[config.mk]
export PLATFORM = sky130hd
export DESIGN_NAME = mesh_router_xy
export DESIGN_NICKNAME = d
export VERILOG_FILES = /design/src/rtl/mesh_router_xy.sv
export SDC_FILE = /design/constraint.sdc
export NUM_CORES = 1
export LEC_CHECK = 0
export ABC_CLOCK_PERIOD_IN_PS = 11550
export CAP_MARGIN = 5
export CORE_MARGIN = 2
export CORE_UTILIZATION = 50
export CTS_CLUSTER_SIZE = 40
export DETAILED_ROUTE_END_ITERATION = 8
export GPL_TIMING_DRIVEN = 0
export PLACE_DENSITY = 0.7
export SLEW_MARGIN = 5
export SYNTH_ARGS = -nofsm -noshare
export SYNTH_HDL_FRONTEND = slang
export SYNTH_SLANG_ARGS = --single-unit
[constraint.sdc]
create_clock -name clk -period 11.55 [get_ports clk]
set_input_delay 1.155 -clock clk [delete_from_list [all_inputs] [get_ports clk]]
set_output_delay 1.155 -clock clk [all_outputs]
set_load 0.05 [all_outputs]
[src/rtl/mesh_router_xy.sv]
// mesh_router_xy: 5-port XY mesh router node with per-input FIFOs and round-robin output arbitration.
// Define MESH_ROUTER_DROP_CNT_EN to add the saturating drop_cnt output.
module mesh_router_xy #(
  parameter int unsigned WIDTH = 16,
  parameter int unsigned ROWS  = 2,
  parameter int unsigned COLS  = 3,
  parameter int unsigned X_ID  = 0,
  parameter int unsigned Y_ID  = 0,
  parameter int unsigned DEPTH = 4
) (
  input  logic               clk,
  input  logic               reset,
  input  logic [5*WIDTH-1:0] in_data,
  input  logic [4:0]         in_valid,
  output logic [4:0]         in_ready,
  output logic [5*WIDTH-1:0] out_data,
  output logic [4:0]         out_valid,
  input  logic [4:0]         out_ready
`ifdef MESH_ROUTER_DROP_CNT_EN
  ,
  output logic [15:0]        drop_cnt
`endif
);
  localparam int unsigned NP = 5;
  localparam int unsigned XW = (COLS > 1) ? $clog2(COLS) : 1;
  localparam int unsigned YW = (ROWS > 1) ? $clog2(ROWS) : 1;
  localparam int unsigned AW = $clog2(DEPTH);
  localparam int unsigned CW = AW + 1;

  logic [WIDTH-1:0]   mem_q [NP][DEPTH];
  logic [WIDTH-1:0]   mem_d [NP][DEPTH];
  logic [AW-1:0]      wr_q [NP];
  logic [AW-1:0]      wr_d [NP];
  logic [AW-1:0]      rd_q [NP];
  logic [AW-1:0]      rd_d [NP];
  logic [CW-1:0]      cnt_q [NP];
  logic [CW-1:0]      cnt_d [NP];
  logic [2:0]         last_q [NP];
  logic [2:0]         last_d [NP];
  logic [5*WIDTH-1:0] out_data_q, out_data_d;
  logic [4:0]         out_valid_q, out_valid_d;

  logic [WIDTH-1:0]   head [NP];
  logic [2:0]         route [NP];
  logic [2:0]         gnt_src [NP];
  logic [4:0]         req, drop, push, pop, granted, free, gnt_vld;
  logic [3:0]         cand_sum;
  logic [XW-1:0]      dx;
  logic [YW-1:0]      dy;

  // Head decode: XY route, out-of-mesh heads are discarded instead of requesting.
  always_comb begin
    dx = '0;
    dy = '0;
    for (int i = 0; i < NP; i++) begin
      head[i]     = mem_q[i][rd_q[i]];
      dx          = head[i][XW-1:0];
      dy          = head[i][XW+YW-1:XW];
      in_ready[i] = (cnt_q[i] != CW'(DEPTH)) && !reset;
      push[i]     = in_valid[i] && in_ready[i];
      drop[i]     = (cnt_q[i] != '0) && ((32'(dx) >= COLS) || (32'(dy) >= ROWS));
      req[i]      = (cnt_q[i] != '0) && !drop[i];
      if (32'(dx) > X_ID)      route[i] = 3'd3;
      else if (32'(dx) < X_ID) route[i] = 3'd4;
      else if (32'(dy) > Y_ID) route[i] = 3'd1;
      else if (32'(dy) < Y_ID) route[i] = 3'd2;
      else                     route[i] = 3'd0;
    end
  end

  // Per-output round robin, search starting one past the last winner.
  always_comb begin
    gnt_vld  = '0;
    granted  = '0;
    free     = '0;
    cand_sum = '0;
    for (int o = 0; o < NP; o++) begin
      gnt_src[o] = '0;
      last_d[o]  = last_q[o];
      free[o]    = !out_valid_q[o] || out_ready[o];
      for (int k = 1; k <= NP; k++) begin
        cand_sum = 4'(last_q[o]) + 4'(k);
        if (cand_sum >= 4'(NP)) cand_sum = cand_sum - 4'(NP);
        if (free[o] && !gnt_vld[o] && req[cand_sum[2:0]] && (route[cand_sum[2:0]] == 3'(o))) begin
          gnt_vld[o] = 1'b1;
          gnt_src[o] = cand_sum[2:0];
        end
      end
      if (gnt_vld[o]) begin
        last_d[o]           = gnt_src[o];
        granted[gnt_src[o]] = 1'b1;
      end
    end
  end

  assign pop = drop | granted;

  always_comb begin
    mem_d = mem_q;
    for (int i = 0; i < NP; i++) begin
      wr_d[i]  = wr_q[i];
      rd_d[i]  = rd_q[i];
      cnt_d[i] = cnt_q[i] + CW'(push[i]) - CW'(pop[i]);
      if (push[i]) begin
        mem_d[i][wr_q[i]] = in_data[i*WIDTH +: WIDTH];
        wr_d[i]           = wr_q[i] + AW'(1);
      end
      if (pop[i]) rd_d[i] = rd_q[i] + AW'(1);
    end
  end

  // Output register: holds until accepted, reloads on the accepting edge.
  always_comb begin
    out_data_d  = out_data_q;
    out_valid_d = out_valid_q & ~out_ready;
    for (int o = 0; o < NP; o++) begin
      if (gnt_vld[o]) begin
        out_valid_d[o]                = 1'b1;
        out_data_d[o*WIDTH +: WIDTH]  = head[gnt_src[o]];
      end
    end
  end

  always_ff @(posedge clk or posedge reset) begin
    if (reset) begin
      for (int i = 0; i < NP; i++) begin
        wr_q[i]   <= '0;
        rd_q[i]   <= '0;
        cnt_q[i]  <= '0;
        last_q[i] <= 3'd4;
      end
      out_data_q  <= '0;
      out_valid_q <= '0;
    end else begin
      for (int i = 0; i < NP; i++) begin
        wr_q[i]   <= wr_d[i];
        rd_q[i]   <= rd_d[i];
        cnt_q[i]  <= cnt_d[i];
        last_q[i] <= last_d[i];
      end
      out_data_q  <= out_data_d;
      out_valid_q <= out_valid_d;
    end
  end

  always_ff @(posedge clk) begin
    mem_q <= mem_d;
  end

  assign out_data  = out_data_q;
  assign out_valid = out_valid_q;

`ifdef MESH_ROUTER_DROP_CNT_EN
  logic [15:0] drop_cnt_q, drop_cnt_d;
  logic [2:0]  ndrop;
  logic [16:0] drop_sum;

  always_comb begin
    ndrop = '0;
    for (int i = 0; i < NP; i++) ndrop = ndrop + 3'(drop[i]);
    drop_sum   = 17'(drop_cnt_q) + 17'(ndrop);
    drop_cnt_d = drop_sum[16] ? 16'hFFFF : drop_sum[15:0];
  end

  always_ff @(posedge clk or posedge reset) begin
    if (reset) drop_cnt_q <= '0;
    else       drop_cnt_q <= drop_cnt_d;
  end

  assign drop_cnt = drop_cnt_q;
`endif
endmodule

**Word level (Yosys, flattened, before mapping)**

Index checks and enable logic that the tools add are counted.

- Register bits after elaboration: 455
- Bits in latches: 0
- Memory bits (writable): 0
- Bits in read-only memories: 0
- Input port bits: 92
- Output and inout bits: 90
- Word-level logic and storage cells: 729
- Memories kept: 0

- Add/subtract/negate cells: 70
- Multipliers: 0
- Div/mod/pow operators: 0
- Order comparisons: 120
- Equal/unequal tests: 25
- Shifts and indexed selects: 0
- Mux-type cells: 275
- Bitwise operators: 47
- Reduce and logical (&&, ||, !) cells: 146

Operators with widths:

| cell | count |
|---|---|
| $mux W16 | 25 |
| $bwmux W64 | 5 |
| $mux W3 | 102 |
| $bmux W16 S3 | 5 |
| $bmux W3 S3 | 25 |
| $bmux W16 S2 | 5 |
| $demux W16 S2 | 5 |
| $ge A4 B4 Y1 const B | 30 |
| $lt A3 B4 Y1 const B | 30 |
| $not A3 Y4 | 30 |
| $ge A4 B3 Y1 const B | 25 |
| $logic_and A1 B1 Y1 | 100 |
| $bmux W1 S3 | 25 |
| $sub A3 B3 Y3 const B | 25 |
| $mux W1 | 65 |
| $add A3 B2 Y4 const B | 10 |
| $add A3 B3 Y4 const B | 10 |
| $logic_not A1 Y1 | 31 |
| $eq A3 B2 Y1 const B | 10 |
| $ge A3 B3 Y1 const B | 10 |
| $not A2 Y3 | 10 |
| $mux W5 | 5 |
| $or A5 B5 Y5 | 5 |
| $add A2 B1 Y2 const B | 10 |
| 18 further kinds | 80 |

**Logic depth before layout (Yosys ltp)**

Gate-level depths: netlist (run 1).

- Word-level depth: 48
- Gate-level depth with buffers: 26
- Depth with buffers taken out: 21

**Worst setup path after synthesis (run 1)**

No wires, ideal clock.

- Path kind: register to register
- From: register last_q[12] (netlist name)
- To: register cnt_q[2] (netlist name)
- Setup time: 0.125 ns
- Arrival time: 5.607 ns
- Required time: 11.425 ns
- Slack: 5.818 ns
- Stages on the path, launching flop included: 27
- Buffers on the path: 6
- Period minus slack after synthesis: 5.732 ns
- Path through: dfrtp_1 clkbuf_1 buf_2 clkinv_1 ha_1 inv_1 fa_1 clkbuf_1 or3_1 clkbuf_1 and4b_1 o311a_1 o211ai_1 and2_1 clkbuf_1 or4b_1 a21o_1 and2_1 buf_6 or4_4 ha_1 inv_1 ha_1 inv_1 fa_1 xnor2_1 xnor2_1

RTL lines:

| item | RTL line | RTL |
|---|---|---|
| from (decl) | 38 | `logic [2:0] last_q [NP];` |
| from (signal, indexed assignment) | 139 | `last_q[i] <= last_d[i];` |
| to (signal, indexed assignment) | 138 | `cnt_q[i] <= cnt_d[i];` |
| to (decl) | 36 | `logic [CW-1:0] cnt_q [NP];` |

==> summary.txt, run 1 <==
Global routing
  • GRT Residual Overflow: 0
  • Initial antenna violation count: 0
  • First-pass GRT wire length: 92700 µm
  • All-Layer GR Usage: 26.4%
  • Largest net degree at the start of global routing: 79
  • Vias in the first global route: 15.4k

Layout
  • Filler cells: 3464
  • Area of the multi-input gates: 8860 µm²
  • Design area: 26000 µm²
  • Ant diodes: 0
  • FF+latch area: 12400 µm²
  • Nets: 2030
  • Area growth from synthesis to layout: 17.8%
  • Layout cells sized above 1: 12.9%

Timing
  • Hold Fails Final Rpt: 0
  • Crit path time final: 7.11 ns
  • Max Fclk: 141 MHz
  • Worst-Margin Slew: 1.33 ns
  • Skew final: 0.0190 ns
  • RSZ-0062 raised after global routing: no
  • Tcrit/Tclk final: 61.5%
  • Final setup TNS: 0 ns
  • Final WS setup: 4.44 ns
  • Final Max Tran Viols: 0
  • Worst Hold Slack: 0.453 ns
  • Final setup fails: 0
  • Slew margin rel.: 10.9%

Critical path
  • R2r startpoint: last_q[3]
  • Crit-path max cell delay: 0.92 ns
  • Crit path cell chain: clkbuf_1 > clkinv_1 > ha_1 > clkbuf_1 > buf_1 > xor2_1 > mux2i_1 > o211ai_1 > nor4_1 > nand2_1 > a22oi_1 > clkbuf_1 > or4_4 > ha_1 > inv_1 > ha_1 > inv_1 > fa_1 > xnor2_1 > xnor2_1
  • Critical Path RT: 12.00 ns
  • Critical path launch point type: flip-flop
  • Crit path capture type: flip-flop
  • Reg2reg end: cnt_q[2]
  • Max FO, Critical Path: 11
  • Kind of critical path: reg -> reg
  • Worst reg-to-reg path cell count: 20
  • Slowest CP cell: a22oi_1
  • Critical Path AT: 7.56 ns
  • Reg2Reg Setup Slack: 4.44 ns

Logic synthesis
  • Sequential element share of the synthesized area: 56.4%
  • Mapped Cells: 1642
  • Top cells by area, synth: edfxtp_1 (44%), dfrtp_1 (12%), mux4_2 (8.8%), ha_1 (3.4%), xnor2_1 (1.5%)
  • Cell taking the most area after synthesis: edfxtp_1
  • Post-synth EDFFs: 320
  • Synth cell count leaders: edfxtp_1 (320), dfrtp_1 (110), mux4_2 (86)
  • Top-area cell type share of the netlist area: 43.6%
  • Most common cell in the synthesized netlist: edfxtp_1
  • Ys Warns: 0
  • Average cell area after synthesis: 13.4 µm²
  • Yosys reg bits: 433
  • Most used DFF post-synth: edfxtp_1
  • Post-synth ARST share: 26.1%
  • Count of cell types in the netlist: 101
  • Post-Syn Area: 22100 µm²

Route
  • DRT Wirelength: 60700 µm
  • DR WL/cell: 24.4 µm
  • Via-to-Cell Ratio: 6.19
  • ANT nets after route: 0
  • DRC violations left: 0
  • Drt first pass iters: 6
  • Vias post-DR: 15.4k
  • Iter 0 DRT Violations: 1492

Clock network
  • Clock sink count: 433
  • Worst-path clk slew: 0.06 ns
  • TritonCTS Buffers: 45
  • Post CTS Setup Buffer Count: 0
  • Hold buffer count at cts: 0
  • Clk root buf: clkbuf_16
  • CTS H-Tree Depth: 2
  • CTS tree: yes
  • Max Root-Sink Buffers: 3
  • Post_cts resized: 0
  • Clock latency on the worst-skew pair: 0.58 ns

Hold path
  • WHS Endpoint: out_data[44]
  • Hold crit path type: reg -> reg
  • Min-delay src: out_data[44]
  • Hold Path Stages: 1

Place
  • Port bufs: 165
  • Hpwl dp: 44800 µm
  • GP Congestion: 0.917
  • Worst slack at placement: 4.70 ns
  • Placed instance area: 24500 µm²

Die
  • Row count: 76
  • Die ar.: 45800 µm²
  • I/O pin total: 182
  • Starting Density: 50.9%
  • Placeable core area: 43400 µm²
  • Die Height: 214 µm
  • Die X-Extent: 214 µm

Outcome
  • Status: complete, no violations

Flow run
  • Max-Cap Viols: 0
[layout by cell type (no fill, tap or decap), types with 24 or more instances in the layout]
| cell type | synthesis | routed |
|---|---|---|
| nor2_1 | 67 | 67 |
| nand3_1 | 38 | 38 |
| clkbuf_1 | 70 | 80 |
| ha_1 | 60 | 60 |
| edfxtp_1 | 320 | 320 |
| and2_1 | 24 | 24 |
| nor3_1 | 26 | 26 |
| mux2i_1 | 29 | 29 |
| dfrtp_1 | 110 | 110 |
| clkbuf_16 | 0 | 46 |
| mux4_2 | 86 | 86 |
| a22oi_1 | 36 | 36 |
| nand2b_1 | 46 | 46 |
| and3_1 | 30 | 30 |
| nand2_1 | 57 | 57 |
| o21ai_0 | 50 | 50 |
| inv_1 | 73 | 72 |
| clkdlybuf4s50_1 | 0 | 165 |
| xnor2_1 | 38 | 38 |
| a21oi_1 | 57 | 57 |
[sequential cells by signal (all words and copies together) (netlist names)]
signal	count
mem_q	320
out_data	64
cnt_q	15
rd_q	10
wr_q	10
last_q	9
out_valid	5
[metrics by stage]
stage	instances	utilization, %
6_report	2492	59.9
5_1_grt	2492	59.9
4_1_cts	2492	59.9
3_5_place_dp	2408	56.6
3_3_place_gp	2407	56.5
2_1_floorplan	1657	-
[layer usage]
| metal | GRT usage, % | wire (µm) |
|---|---|---|
| met1 | 35.0 | 24700 |
| met2 | 43.6 | 29500 |
| met3 | 4.14 | 3950 |
| met4 | 10.9 | 2560 |
| met5 | 0 | 0 |
[how the worst max path moves through the flow]
stage	slack, ns	end	startpoint	cells past startpoint
finish	4.44	cnt_q[2]	last_q[3]	20
floorplan	5.82	cnt_q[2]	last_q[12]	26
CTS	4.67	cnt_q[2]	last_q[3]	20
global route	4.05	cnt_q[2]	last_q[3]	20
detailed placement	4.70	cnt_q[2]	last_q[3]	20
global placement	4.65	out_valid[0]	reset	2
[critical path: cells and delay by family, from the launching register on]
family | cells | cell delay, ns
buffers and inverters | 7 | 2.24
AO/OA/AOI/OAI | 2 | 1.06
adder cells (fa/ha/maj) | 4 | 1.18
multiplexers | 1 | 0.35
AND/OR/NAND/NOR | 3 | 1.15
flip-flops | 1 | 0.41
XOR/XNOR | 3 | 0.58
[logic make-up (layout without fill, tap and decap cells)]
kind of cell / count (synthesis) / in the layout / synth area share, %
other cells: 1 / 16 / 0.0170
buf+inv: 190 / 440 / 3.70
xor+xnor: 53 / 53 / 2.10
flops: 433 / 433 / 56.4
mux: 124 / 124 / 10.6
fa+ha+maj: 68 / 68 / 4.13
compound gates: 378 / 378 / 13.1
simple gates: 395 / 395 / 10.0
[layout make-up]
class	count	area share, %
buffer	111	2.00
clock buffer	61	4.84
clock inverter	23	0.770
inverter	79	1.16
multi-input combinational	1034	34.1
sequential	433	47.9
tap	585	2.82
timing repair buffer	166	6.46
Power of run 1 is not shown: default switching activity piles up to over one toggle a cycle in this logic, so the estimate is an artifact.
==> run 2, diff against run 1 <==
Settings changed: ABC_CLOCK_PERIOD_IN_PS 11550 to 5700, PLACE_DENSITY 0.7 to 0.73.
Clock period 11.55 ns to 5.7 ns, I/O delays scaled along.
==> summary.txt, run 2 (synthesis gave the netlist of run 1 again) <==
Timing
  • Tcrit/Tclk final: 97.6% (was 61.5%)
  • Max Fclk: 180 MHz (was 141 MHz)
  • Slew margin rel.: 14.5% (was 10.9%)
  • Worst-Margin Slew: 1.27 ns (was 1.33 ns)
  • Final setup fails: 0 (unchanged)
  • Hold Fails Final Rpt: 0 (unchanged)
  • Worst Hold Slack: 0.450 ns (was 0.453 ns)
  • Crit path time final: 5.56 ns (was 7.11 ns)
  • Final WS setup: 0.137 ns (was 4.44 ns)
  • Skew final: 0.0157 ns (was 0.0190 ns)
  • Final Max Tran Viols: 0 (unchanged)

Layout
  • Largest register FFs: 320 (unchanged)
  • Nets: 2042 (was 2030)
  • Largest Register: mem_q (unchanged)
  • Most common cell after layout, fill and taps aside: edfxtp_1 (unchanged)
  • Layout cells sized above 1: 17.3% (was 12.9%)
  • Most frequent cells in the layout: edfxtp_1 (320), clkdlybuf4s50_1 (165), dfrtp_1 (107), mux4_2 (86), inv_1 (71) (was edfxtp_1 (320), clkdlybuf4s50_1 (165), dfrtp_1 (110), mux4_2 (86), clkbuf_1 (80))
  • Area growth from synthesis to layout: 20.1% (was 17.8%)

Place
  • Worst slack at placement: -1.15 ns (was 4.70 ns)
  • Port bufs: 165 (unchanged)
  • Hpwl dp: 45400 µm (was 44800 µm)
  • GP Congestion: 0.947 (was 0.917)

Clock network
  • Worst-path clk slew: 0.06 ns (about the same)
  • CTS tree: yes (unchanged)
  • Max Root-Sink Buffers: 3 (unchanged)
  • Clk root buf: clkbuf_16 (unchanged)
  • CTS H-Tree Depth: 2 (unchanged)
  • Clock latency on the worst-skew pair: 0.58 ns (about the same)
  • Clock sink count: 433 (unchanged)
  • TritonCTS Buffers: 44 (was 45)
  • Hold buffer count at cts: 0 (unchanged)

Route
  • ANT nets after route: 0 (unchanged)
  • Vias post-DR: 15.7k (was 15.4k)
  • Iter 0 DRT Violations: 1640 (was 1492)
  • Drt first pass iters: 6 (unchanged)
  • DRC violations left: 0 (unchanged)
  • DR WL/cell: 24.8 µm (was 24.4 µm)
  • Via-to-Cell Ratio: 6.27 (was 6.19)
  • DRT Wirelength: 62000 µm (was 60700 µm)

Hold path
  • Hold Path Stages: 1 (unchanged)
  • Hold crit path type: reg -> reg (unchanged)

Critical path
  • Kind of critical path: reg -> reg (unchanged)
  • Worst reg-to-reg path cell count: 24 (was 20)
  • Critical path launch point type: flip-flop (unchanged)
  • Crit path capture type: flip-flop (unchanged)
  • Max FO, Critical Path: 11 (unchanged)
  • Critical Path RT: 6.16 ns (was 12.00 ns)
  • Critical Path AT: 6.02 ns (was 7.56 ns)

Die
  • Placeable core area: 43400 µm² (unchanged)
  • Starting Density: 50.9% (unchanged)
  • Row count: 76 (unchanged)
  • Die ar.: 45800 µm² (unchanged)
  • I/O pin total: 182 (unchanged)
  • Die X-Extent: 214 µm (unchanged)
  • Die Height: 214 µm (unchanged)

Global routing
  • First-pass GRT wire length: 93700 µm (was 92700 µm)
  • Largest net degree at the start of global routing: 82 (was 79)
  • Initial antenna violation count: 2 (was 0)
  • GRT Residual Overflow: 0 (unchanged)
  • Vias in the first global route: 15.6k (was 15.4k)
  • All-Layer GR Usage: 26.8% (was 26.4%)

Flow run
  • Max-Cap Viols: 0 (unchanged)

Outcome
  • Status: complete, no violations (unchanged)
run 2: cell count changes in the layout (fill, tap and decap cells not counted), sizes merged:
cell and change:
clkbuf -13, buf +18, diode +1, inv -1
clkinv +2, bufinv +2, clkinvlp +1
run 2: area by class of cell:
| cell class | instances | area (µm²) |
|---|---|---|
| Clock buffer | 53 | 1180 |
| Tap cell | 585 | 732 |
| Timing Repair Buffer | 184 | 1810 |
| Multi-Input combinational cell | 1034 | 9170 |
| Clock inverter | 27 | 273 |
| Antenna cell | 1 | 2.50 |
| Inverter | 79 | 319 |
| Sequential cell | 433 | 12400 |
| Buffer | 106 | 568 |
| Fill cell | 3406 | 16900 |
run 2: metrics by stage:
stage / instance area (µm²) / std cells / setup TNS [ns] / util [%]
floorplan: 22100 / 1657 / 0 / -
global placement: 24500 / 2407 / -64.75 / 56.5
detailed placement: 24500 / 2408 / -12.61 / 56.6
CTS: 26200 / 2489 / 0 / 60.3
global route: 26500 / 2501 / -0.0166 / 61.1
finish: 26500 / 2502 / 0 / 61.1
run 2: timing repair:
item | in CTS | in global routing
setup endpoints to repair | 36 | 10
resized for setup | 43 | 69
endpoints found under the hold margin | 0 | 0
pin swaps | 3 | 12
buffers inserted | 5 | 13
run 2: worst paths after layout:
check,startpoint,to,slack [ns]
max,last_q[12],cnt_q[2],0.14
min reg2reg,out_data[35],out_data[35],0.45
min in group asynchronous,reset,out_data[47],0.77
max in group asynchronous,reset,last_q[4],4.07
min,out_data[35],out_data[35],0.45
max reg2reg,last_q[12],cnt_q[2],0.14
run 2: critical path: stages (launching register included):
cell and delay [ns]:
dfrtp_1 0.41, buf_8 0.14, buf_12 0.14, clkinv_8 0.07
ha_2 0.18, inv_1 0.05, fa_2 0.40, or4_4 0.57
a211o_1 0.34, o311a_1 0.14, o211ai_1 0.12, and2_1 0.18
buf_6 0.12, or4b_1 0.43, a21o_1 0.22, and2_4 0.16
buf_6 0.13, or4_4 0.52, ha_4 0.23, inv_1 0.05
ha_1 0.15, inv_1 0.06, fa_2 0.38, xnor2_2 0.14
xnor2_1 0.12
run 2: per-layer routing:
| layer | up-vias | routed length, µm | track usage [%] |
|---|---|---|---|
| li1 | 6899 | - | - |
| met1 | 7993 | 24900 | 35.1 |
| met2 | 650 | 30800 | 45.5 |
| met3 | 140 | 3930 | 4.31 |
| met4 | 4 | 2300 | 9.31 |
| met5 | - | 25 | 0 |
Power of run 2 is left out for the same reason.
==> run 3, diff against run 2 <==
Settings changed: PLACE_DENSITY 0.73 to not set, PLACE_DENSITY_LB_ADDON set to 0.2.
==> summary.txt, run 3 (synthesis gave the netlist of run 1 again) <==
Outcome
  • Status: complete, no violations (unchanged)

Place
  • Port bufs: 165 (unchanged)
  • Hpwl dp: 45000 µm (was 45400 µm)
  • GP Congestion: 0.916 (was 0.947)

Die
  • Die Height: 214 µm (unchanged)
  • Row count: 76 (unchanged)
  • Placeable core area: 43400 µm² (unchanged)
  • I/O pin total: 182 (unchanged)
  • Die X-Extent: 214 µm (unchanged)
  • Starting Density: 50.9% (unchanged)
  • Die ar.: 45800 µm² (unchanged)

Critical path
  • Reg2reg end: cnt_q[2] (unchanged)
  • Critical path launch point type: flip-flop (unchanged)
  • Max FO, Critical Path: 9 (was 11)
  • Kind of critical path: reg -> reg (unchanged)
  • Critical Path End: cnt_q[2] (unchanged)
  • Critical Path AT: 5.95 ns (was 6.02 ns)
  • Worst Setup SP: rd_q[6] (was last_q[12])
  • Worst reg-to-reg path cell count: 18 (was 24)
  • Crit path capture type: flip-flop (unchanged)
  • R2r startpoint: rd_q[6] (was last_q[12])
  • Reg2Reg Setup Slack: 0.21 ns (was 0.14 ns)
  • Critical Path RT: 6.16 ns (about the same)

Layout
  • Layout cells sized above 1: 16.7% (was 17.3%)
  • Largest Register: mem_q (unchanged)
  • Largest register FFs: 320 (unchanged)
  • Most common cell after layout, fill and taps aside: edfxtp_1 (unchanged)
  • Area growth from synthesis to layout: 19.8% (was 20.1%)
  • Most frequent cells in the layout: edfxtp_1 (320), clkdlybuf4s50_1 (165), dfrtp_1 (106), mux4_2 (86), inv_1 (71) (was edfxtp_1 (320), clkdlybuf4s50_1 (165), dfrtp_1 (107), mux4_2 (86), inv_1 (71))
  • Nets: 2037 (was 2042)

Timing
  • Worst-Margin Slew: 1.33 ns (was 1.27 ns)
  • Slew margin rel.: 10.7% (was 14.5%)
  • Final setup fails: 0 (unchanged)
  • Hold Fails Final Rpt: 0 (unchanged)
  • Crit path time final: 5.49 ns (was 5.56 ns)
  • Final Max Tran Viols: 0 (unchanged)
  • Skew final: 0.0227 ns (was 0.0157 ns)
  • Worst Hold Slack: 0.453 ns (was 0.450 ns)
  • Tcrit/Tclk final: 96.3% (was 97.6%)
  • Max Fclk: 182 MHz (was 180 MHz)

Flow run
  • Max-Cap Viols: 0 (unchanged)

Clock network
  • CTS H-Tree Depth: 2 (unchanged)
  • Clock latency on the worst-skew pair: 0.58 ns (about the same)
  • Worst-path clk slew: 0.06 ns (about the same)
  • Max Root-Sink Buffers: 3 (unchanged)
  • TritonCTS Buffers: 46 (was 44)
  • Clock sink count: 433 (unchanged)
  • Clk root buf: clkbuf_16 (unchanged)
  • Hold buffer count at cts: 0 (unchanged)
  • CTS tree: yes (unchanged)

Global routing
  • First-pass GRT wire length: 91800 µm (was 93700 µm)
  • Largest net degree at the start of global routing: 76 (was 82)
  • Vias in the first global route: 15.3k (was 15.6k)
  • Initial antenna violation count: 1 (was 2)
  • All-Layer GR Usage: 26.4% (was 26.8%)
  • GRT Residual Overflow: 0 (unchanged)

Hold path
  • Hold crit path type: reg -> reg (unchanged)

Route
  • Via-to-Cell Ratio: 6.17 (was 6.27)
  • ANT nets after route: 0 (unchanged)
  • Iter 0 DRT Violations: 1500 (was 1640)
  • Drt first pass iters: 8 (was 6)
  • DRT Wirelength: 60800 µm (was 62000 µm)
  • DR WL/cell: 24.3 µm (was 24.8 µm)
  • DRC violations left: 0 (unchanged)
  • Vias post-DR: 15.4k (was 15.7k)
run 3: cell types whose count changed in the layout (fill, tap and decap cells not counted), sizes merged:
cell,before,now
buf,59,56
clkinvlp,1,2
bufinv,4,0
clkbuf,119,129
inv,80,82
clkinv,21,13
run 3: worst max-delay path, cell delays in order, from the launching register on:
cell and delay, ns:
dfrtp_1 0.31, buf_2 0.29, mux4_2 0.64, nor4_1 0.83, mux2i_1 0.28, a221oi_4 0.39
inv_2 0.06, or4b_1 0.47, a21o_1 0.22, and2_1 0.17, buf_6 0.13, or4_4 0.46
ha_4 0.23, inv_1 0.05, ha_1 0.13, inv_1 0.05, fa_2 0.38, xnor2_2 0.15
xnor2_1 0.12
run 3: area by class of cell:
type                            instances  area (µm²)
Timing Repair Buffer                  179        1780
Inverter                               79         317
Clock buffer                           67        1340
Clock inverter                         18         130
Buffer                                104         547
Sequential cell                       433       12400
Fill cell                            3424       16900
Tap cell                              585         732
Antenna cell                            1        2.50
Multi-Input combinational cell       1034        9140
run 3: worst min path at each step:
stage                             from      endpoint  slack (ns)  depth (start not counted)
final                     out_data[36]  out_data[36]        0.45                          1
after global routing      out_data[33]  out_data[33]        0.47                          1
after detailed placement  out_data[36]  out_data[36]        0.45                          1
after floorplan              cnt_q[11]     cnt_q[11]        0.48                          1
after global placement    out_data[42]  out_data[42]        0.44                          1
after CTS                 out_data[36]  out_data[36]        0.46                          1
run 3: repair_timing:
action	in CTS	in global routing
buffers inserted	5	8
endpoints found under the setup margin	40	10
gates resized for setup	44	53
pin swaps	4	14
run 3: per-stage QoR:
step | TNS (ns) | setup slack [ns] | area (µm²) | instances | utilization, %
6_report | 0 | 0.209 | 26400 | 2500 | 61.0
5_1_grt | -0.0320 | -0.0186 | 26400 | 2499 | 60.9
4_1_cts | 0 | 0.0177 | 26200 | 2493 | 60.4
3_5_place_dp | -14.30 | -1.19 | 24500 | 2408 | 56.6
3_3_place_gp | -70.83 | -1.17 | 24500 | 2407 | 56.5
2_1_floorplan | 0 | 0.0329 | 22100 | 1657 | -
run 3: metal layers:
metal / global-route usage [%] / share of wire, %
met1: 34.7 / 40
met2: 43.1 / 48
met5: 0 / 0
met4: 11.3 / 4.4
met3: 4.89 / 6.9
Power of run 3 is left out for the same reason.
==> edit 1, RTL diff (config.mk and constraints of run 3) <==
`out_data_q` no longer has a reset.
--- a/src/rtl/mesh_router_xy.sv
+++ b/src/rtl/mesh_router_xy.sv
@@ -129,7 +129,6 @@
         cnt_q[i]  <= '0;
         last_q[i] <= 3'd4;
       end
-      out_data_q  <= '0;
       out_valid_q <= '0;
     end else begin
       for (int i = 0; i < NP; i++) begin
@@ -138,9 +137,12 @@
         cnt_q[i]  <= cnt_d[i];
         last_q[i] <= last_d[i];
       end
-      out_data_q  <= out_data_d;
       out_valid_q <= out_valid_d;
     end
+  end
+
+  always_ff @(posedge clk) begin
+    out_data_q <= out_data_d;
   end
 
   always_ff @(posedge clk) begin
Check against the original RTL: not equivalent (Yosys sat finds a counterexample within 4 cycles, from zero or initial values and one cycle with reset high; the reset may be asserted at any time).
==> edit 1 against run 3 <==
  * Synthesized area shrank 2.9%
  * Count of clock-buffer cells in the layout shrank 3
  * Critical path depth grew 3
  * Utilization shrank 0.092 points
  * Wire length shrank 7.8%
  * Sequential cell count is the same
  * Design area shrank 3.0%
  * Worst setup slack lost 0.016 ns
  * Cell count shrank 7.8%
  * Critical path type unchanged
Power is not shown: default switching activity piles up to over one toggle a cycle in this logic, so the estimate is an artifact.
==> edit 1: results (changes against run 3) <==
outcome: "finished, final reports clean"
critical_path_arrival_ns: 5.96  # about the same
worst_path_max_delay_cell: "a2111oi_2"
dp_cells: 2215  # -8.0%
finalWirelength_um: 56000  # -7.8%
fin_worst_skew_ns: 0.0186  # -0.00405 ns
first_iter_violations: 1092  # -27%
nets: 1886  # -7.4%
relSlewSlack_pct: 18.8  # +8.1 points
critical_path.top_delay_family: "adder cells"
vias_per_cell: 6.05  # -2.1%
hpwl_um: 41200  # -8.4%
critPathMaxStageDelay_ns: 0.43  # -0.40 ns
ys_async_sr_fraction_pct: 11.3  # -15 points
grt_pass1_wl_um: 83900  # -8.5%
post-place-ws_ns: -0.548  # +0.641 ns
grt_use_total_pct: 25.4  # -1.0 points
synthDistinctLibCells: 92  # -8.9%
yosysSeqAreaShare_pct: 59.6  # +3.2 points
grt_max_degree: 27  # -64%
ys_top_cells_by_area: "edfxtp_1 (54%), mux4_2 (8.6%), dfrtp_1 (5.4%), ha_1 (3.5%), mux2i_1 (2.1%)"
synth_edf_count: 384  # +20%
cts_buffers: 45  # -2.2%
gp_congestion: 0.910  # -0.63%
globalRouteOverflowTotal: 0  # unchanged
grt_pass1_vias: 13900  # -9.0%
drive_above_1_share_pct: 15.4  # -1.3 points
finalNonFillerCells: 2304  # -7.8%
synth.top_cells.by_count: "edfxtp_1 (384), mux4_2 (82), nand2_1 (72), ha_1 (60), a21oi_1 (59)"
synthCells: 1479  # -9.9%
-- edit 1: path summary, 6_finish.rpt --
kind	start	endpoint	slack (ns)	cells after the start
min reg2reg	cnt_q[11]$_DFF_PP0_	cnt_q[11]$_DFF_PP0_	0.50	1
max	last_q[12]$_DFFE_PP0P_	cnt_q[14]$_DFF_PP0_	0.19	21
max in group asynchronous	reset	last_q[5]$_DFFE_PP1N_	4.17	3
min in group asynchronous	reset	rd_q[1]$_DFFE_PP0N_	0.85	2
max reg2reg	last_q[12]$_DFFE_PP0P_	cnt_q[14]$_DFF_PP0_	0.19	21
min	cnt_q[11]$_DFF_PP0_	cnt_q[11]$_DFF_PP0_	0.50	1
-- edit 1: metrics by stage --
| step | hold slack [ns] | area (µm²) |
|---|---|---|
| after floorplan | 0.468 | 21500 |
| after global placement | 0.489 | 23900 |
| after detailed placement | 0.492 | 23900 |
| after CTS | 0.500 | 25500 |
| after global routing | 0.520 | 25600 |
| final | 0.503 | 25600 |
-- edit 1: cells by family (layout without fill, tap and decap cells) --
group	count (synthesis)	in the layout	synth area share (%)
AO/OA/AOI/OAI	327	327	11.0
XOR/XNOR	61	61	2.50
adder cells (fa/ha/maj)	68	68	4.25
buffers and inverters	146	399	3.20
flip-flops	433	433	59.6
multiplexers	137	137	11.5
other	1	34	0.0175
AND/OR/NAND/NOR	306	306	7.87
-- edit 1: worst reg2reg max path, delay by kind of cell (launching register included) --
kind | cells | cell delay (ns)
adder cells (fa/ha/maj) | 5 | 1.25
AND/OR/NAND/NOR | 4 | 1.07
AO/OA/AOI/OAI | 4 | 1.04
multiplexers | 2 | 0.75
buffers and inverters | 4 | 0.60
flip-flops | 1 | 0.40
XOR/XNOR | 2 | 0.27
-- edit 1: layout make-up --
type / count / area (µm²)
Clock buffer: 64 / 1240
Antenna cell: 2 / 5.00
Clock inverter: 20 / 287
Buffer: 82 / 469
Tap cell: 539 / 674
Multi-Input combinational cell: 931 / 8250
Sequential cell: 433 / 12800
Timing Repair Buffer: 173 / 1720
Fill cell: 3268 / 16500
Inverter: 60 / 234
-- edit 1: layer usage --
metal / part of all wire, % / vias to the layer above / GRT usage, %
met4: 3.2 / 0 / 9.08
li1: - / 6300 / -
met3: 6.7 / 95 / 5.22
met5: 0 / - / 0
met1: 42 / 7021 / 33.9
met2: 49 / 515 / 41.5
-- edit 1: repair_timing --
item / CTS / global route
buffers inserted: 1 / 6
setup endpoints to repair: 11 / 10
resized for setup: 21 / 42
pin swaps: 1 / 5
==> edit 2, RTL diff (settings of run 3) <==
Without the edit above. The option `MESH_ROUTER_DROP_CNT_EN` is turned on by a define.
--- a/src/rtl/mesh_router_xy.sv
+++ b/src/rtl/mesh_router_xy.sv
@@ -1,5 +1,7 @@
 // mesh_router_xy: 5-port XY mesh router node with per-input FIFOs and round-robin output arbitration.
 // Define MESH_ROUTER_DROP_CNT_EN to add the saturating drop_cnt output.
+`define MESH_ROUTER_DROP_CNT_EN
+
 module mesh_router_xy #(
   parameter int unsigned WIDTH = 16,
   parameter int unsigned ROWS  = 2,
New outputs: drop_cnt. Check against the original RTL: not settled (the Yosys comparison gave no result); the edit may change what the design does.
==> edit 2 against run 3 <==
  * Worst setup slack lost 0.032 ns
  * Count of clock-buffer cells in the layout shrank 5
  * Clock skew grew 0.015 ns
  * First-iteration DRC count grew 2.7%
  * Maximum frequency shrank 0.58%
  * Synthesized cell count grew 2.6%
  * Global-route usage grew 0.43 points
  * Design area grew 3.4%
  * Wire length grew 3.1%
  * Sequential cell count grew 16
  * Critical path type unchanged
  * Synthesized area grew 2.0%
Power is not shown: default switching activity piles up to over one toggle a cycle in this logic, so the estimate is an artifact.
==> edit 2: results (changes against run 3) <==
hold_class: "reg2reg"
grt_use_total_pct: 26.8  # +0.43 points
fin_worst_skew_ns: 0.0375  # +0.0148 ns
dr_wl_met2_um: 30900  # +5.6%
synth.top_cells.by_count: "edfxtp_1 (320), dfrtp_1 (126), nor2_1 (114), mux4_2 (85), nand2_1 (83)"
yosysSeqAreaShare_pct: 57.0  # +0.65 points
hpwl_um: 46200  # +2.7%
largest_register_ffs: 320  # unchanged
dr.max_layer_used: "met4"
synth_edf_count: 320  # unchanged
dr_wl_met3_um: 3600  # -14%
first_iter_violations: 1541  # +2.7%
r2r_slack_ns: 0.18  # -0.03 ns
critical_path_arrival_ns: 6.05  # +0.10 ns
path_clk_slew_ns: 0.06  # about the same
ys_async_sr_fraction_pct: 28.7  # +2.6 points
critPathMaxStageDelay_ns: 0.59  # -0.24 ns
nets: 2119  # +4.0%
grt_max_degree: 77  # +1.3%
grt_pass1_wl_um: 94400  # +2.9%
wl_per_cell_um: 24.3  # -0.25%
drive_above_1_share_pct: 17.5  # +0.85 points
cts_buffers: 48  # +4.3%
postRouteAntennaNets: 0  # unchanged
r2r_cells: 22  # +4
gp_congestion: 0.931  # +1.6%
synthDistinctLibCells: 102  # +0.99%
ys.flop_type: "edfxtp_1"
worst-path-max-fanout: 10  # +1
antenna_cells: 0  # -1
cts_resized: 30  # -32%
worst_path_max_delay_cell: "or4_4"
m1WireLength_um: 26000  # +5.8%
vias_per_cell: 6.03  # -2.4%
io_buffers: 181  # +9.7%
ys_top_cells_by_area: "edfxtp_1 (43%), dfrtp_1 (14%), mux4_2 (8.5%), ha_1 (3.5%), mux2i_1 (2.4%)"
use_met3_pct: 3.65  # -1.2 points
postCtsSetupBuffers: 9  # +4
clk_latency_ns: 0.62  # +0.04 ns
use_met1_pct: 36.1  # +1.4 points
outcome: "finished, final reports clean"
first_pass_iters: 5  # -3
grt_use_met2_pct: 44.6  # +1.5 points
worstMarginPinSlew_ns: 1.07  # -0.261 ns
antenna_found_initial: 0  # -1
grt_pass1_vias: 15600  # +2.2%
## edit 2: cell types whose count changed in the layout (fill, tap and decap cells not counted), moves of 12 or more
cell,change
mux2_2,+23
a21oi_1,+19
nor2_1,+46
nand2_1,+26
a221o_1,-12
mux2i_1,+23
dfrtp_1,+15
buf_4,+19
clkdlybuf4s50_1,+16
o2111a_1,-12
nand2b_1,-25
a22oi_1,-17
xnor2_1,+14
## edit 2: cell type report
type	instances	area (µm²)
repair buffers	209	2040
flip-flops and latches	449	12800
clock buffers	62	1270
fillers	3480	17000
inverters	71	285
multi-input cells	1077	9310
plain buffers	97	497
well taps	592	741
clock inverters	27	325
## edit 2: stage by stage
step,worst slack [ns],hold WS (ns),instances,cell area [µm²]
final,0.177,0.452,2584,27300
after global routing,-0.0369,0.474,2584,27300
after CTS,0.0261,0.458,2570,26900
after detailed placement,-0.916,0.445,2474,25200
after global placement,-1.29,0.439,2473,25100
after floorplan,0.194,0.482,1700,22600
## edit 2: worst paths after layout
path	from	endpoint
worst max-delay path	last_q[12]$_DFFE_PP0P_	cnt_q[11]$_DFF_PP0_
worst min-delay path	out_data[33]$_DFFE_PP0N_	out_data[33]$_DFFE_PP0N_
worst max register to register	last_q[12]$_DFFE_PP0P_	cnt_q[11]$_DFF_PP0_
worst min register to register	out_data[33]$_DFFE_PP0N_	out_data[33]$_DFFE_PP0N_
max in group asynchronous	reset	last_q[14]$_DFFE_PP1P_
min in group asynchronous	reset	out_data[42]$_DFFE_PP0N_
## edit 2: cell families after synthesis
| logic type | synth area share, % |
|---|---|
| DFF | 57.0 |
| buffers and inverters | 3.38 |
| AOI/OAI and AO/OA | 9.89 |
| other | 0.0167 |
| and+or+nand+nor | 10.1 |
| adders and majority gates | 4.48 |
| muxes | 12.5 |
| xor gates and xnor gates | 2.65 |
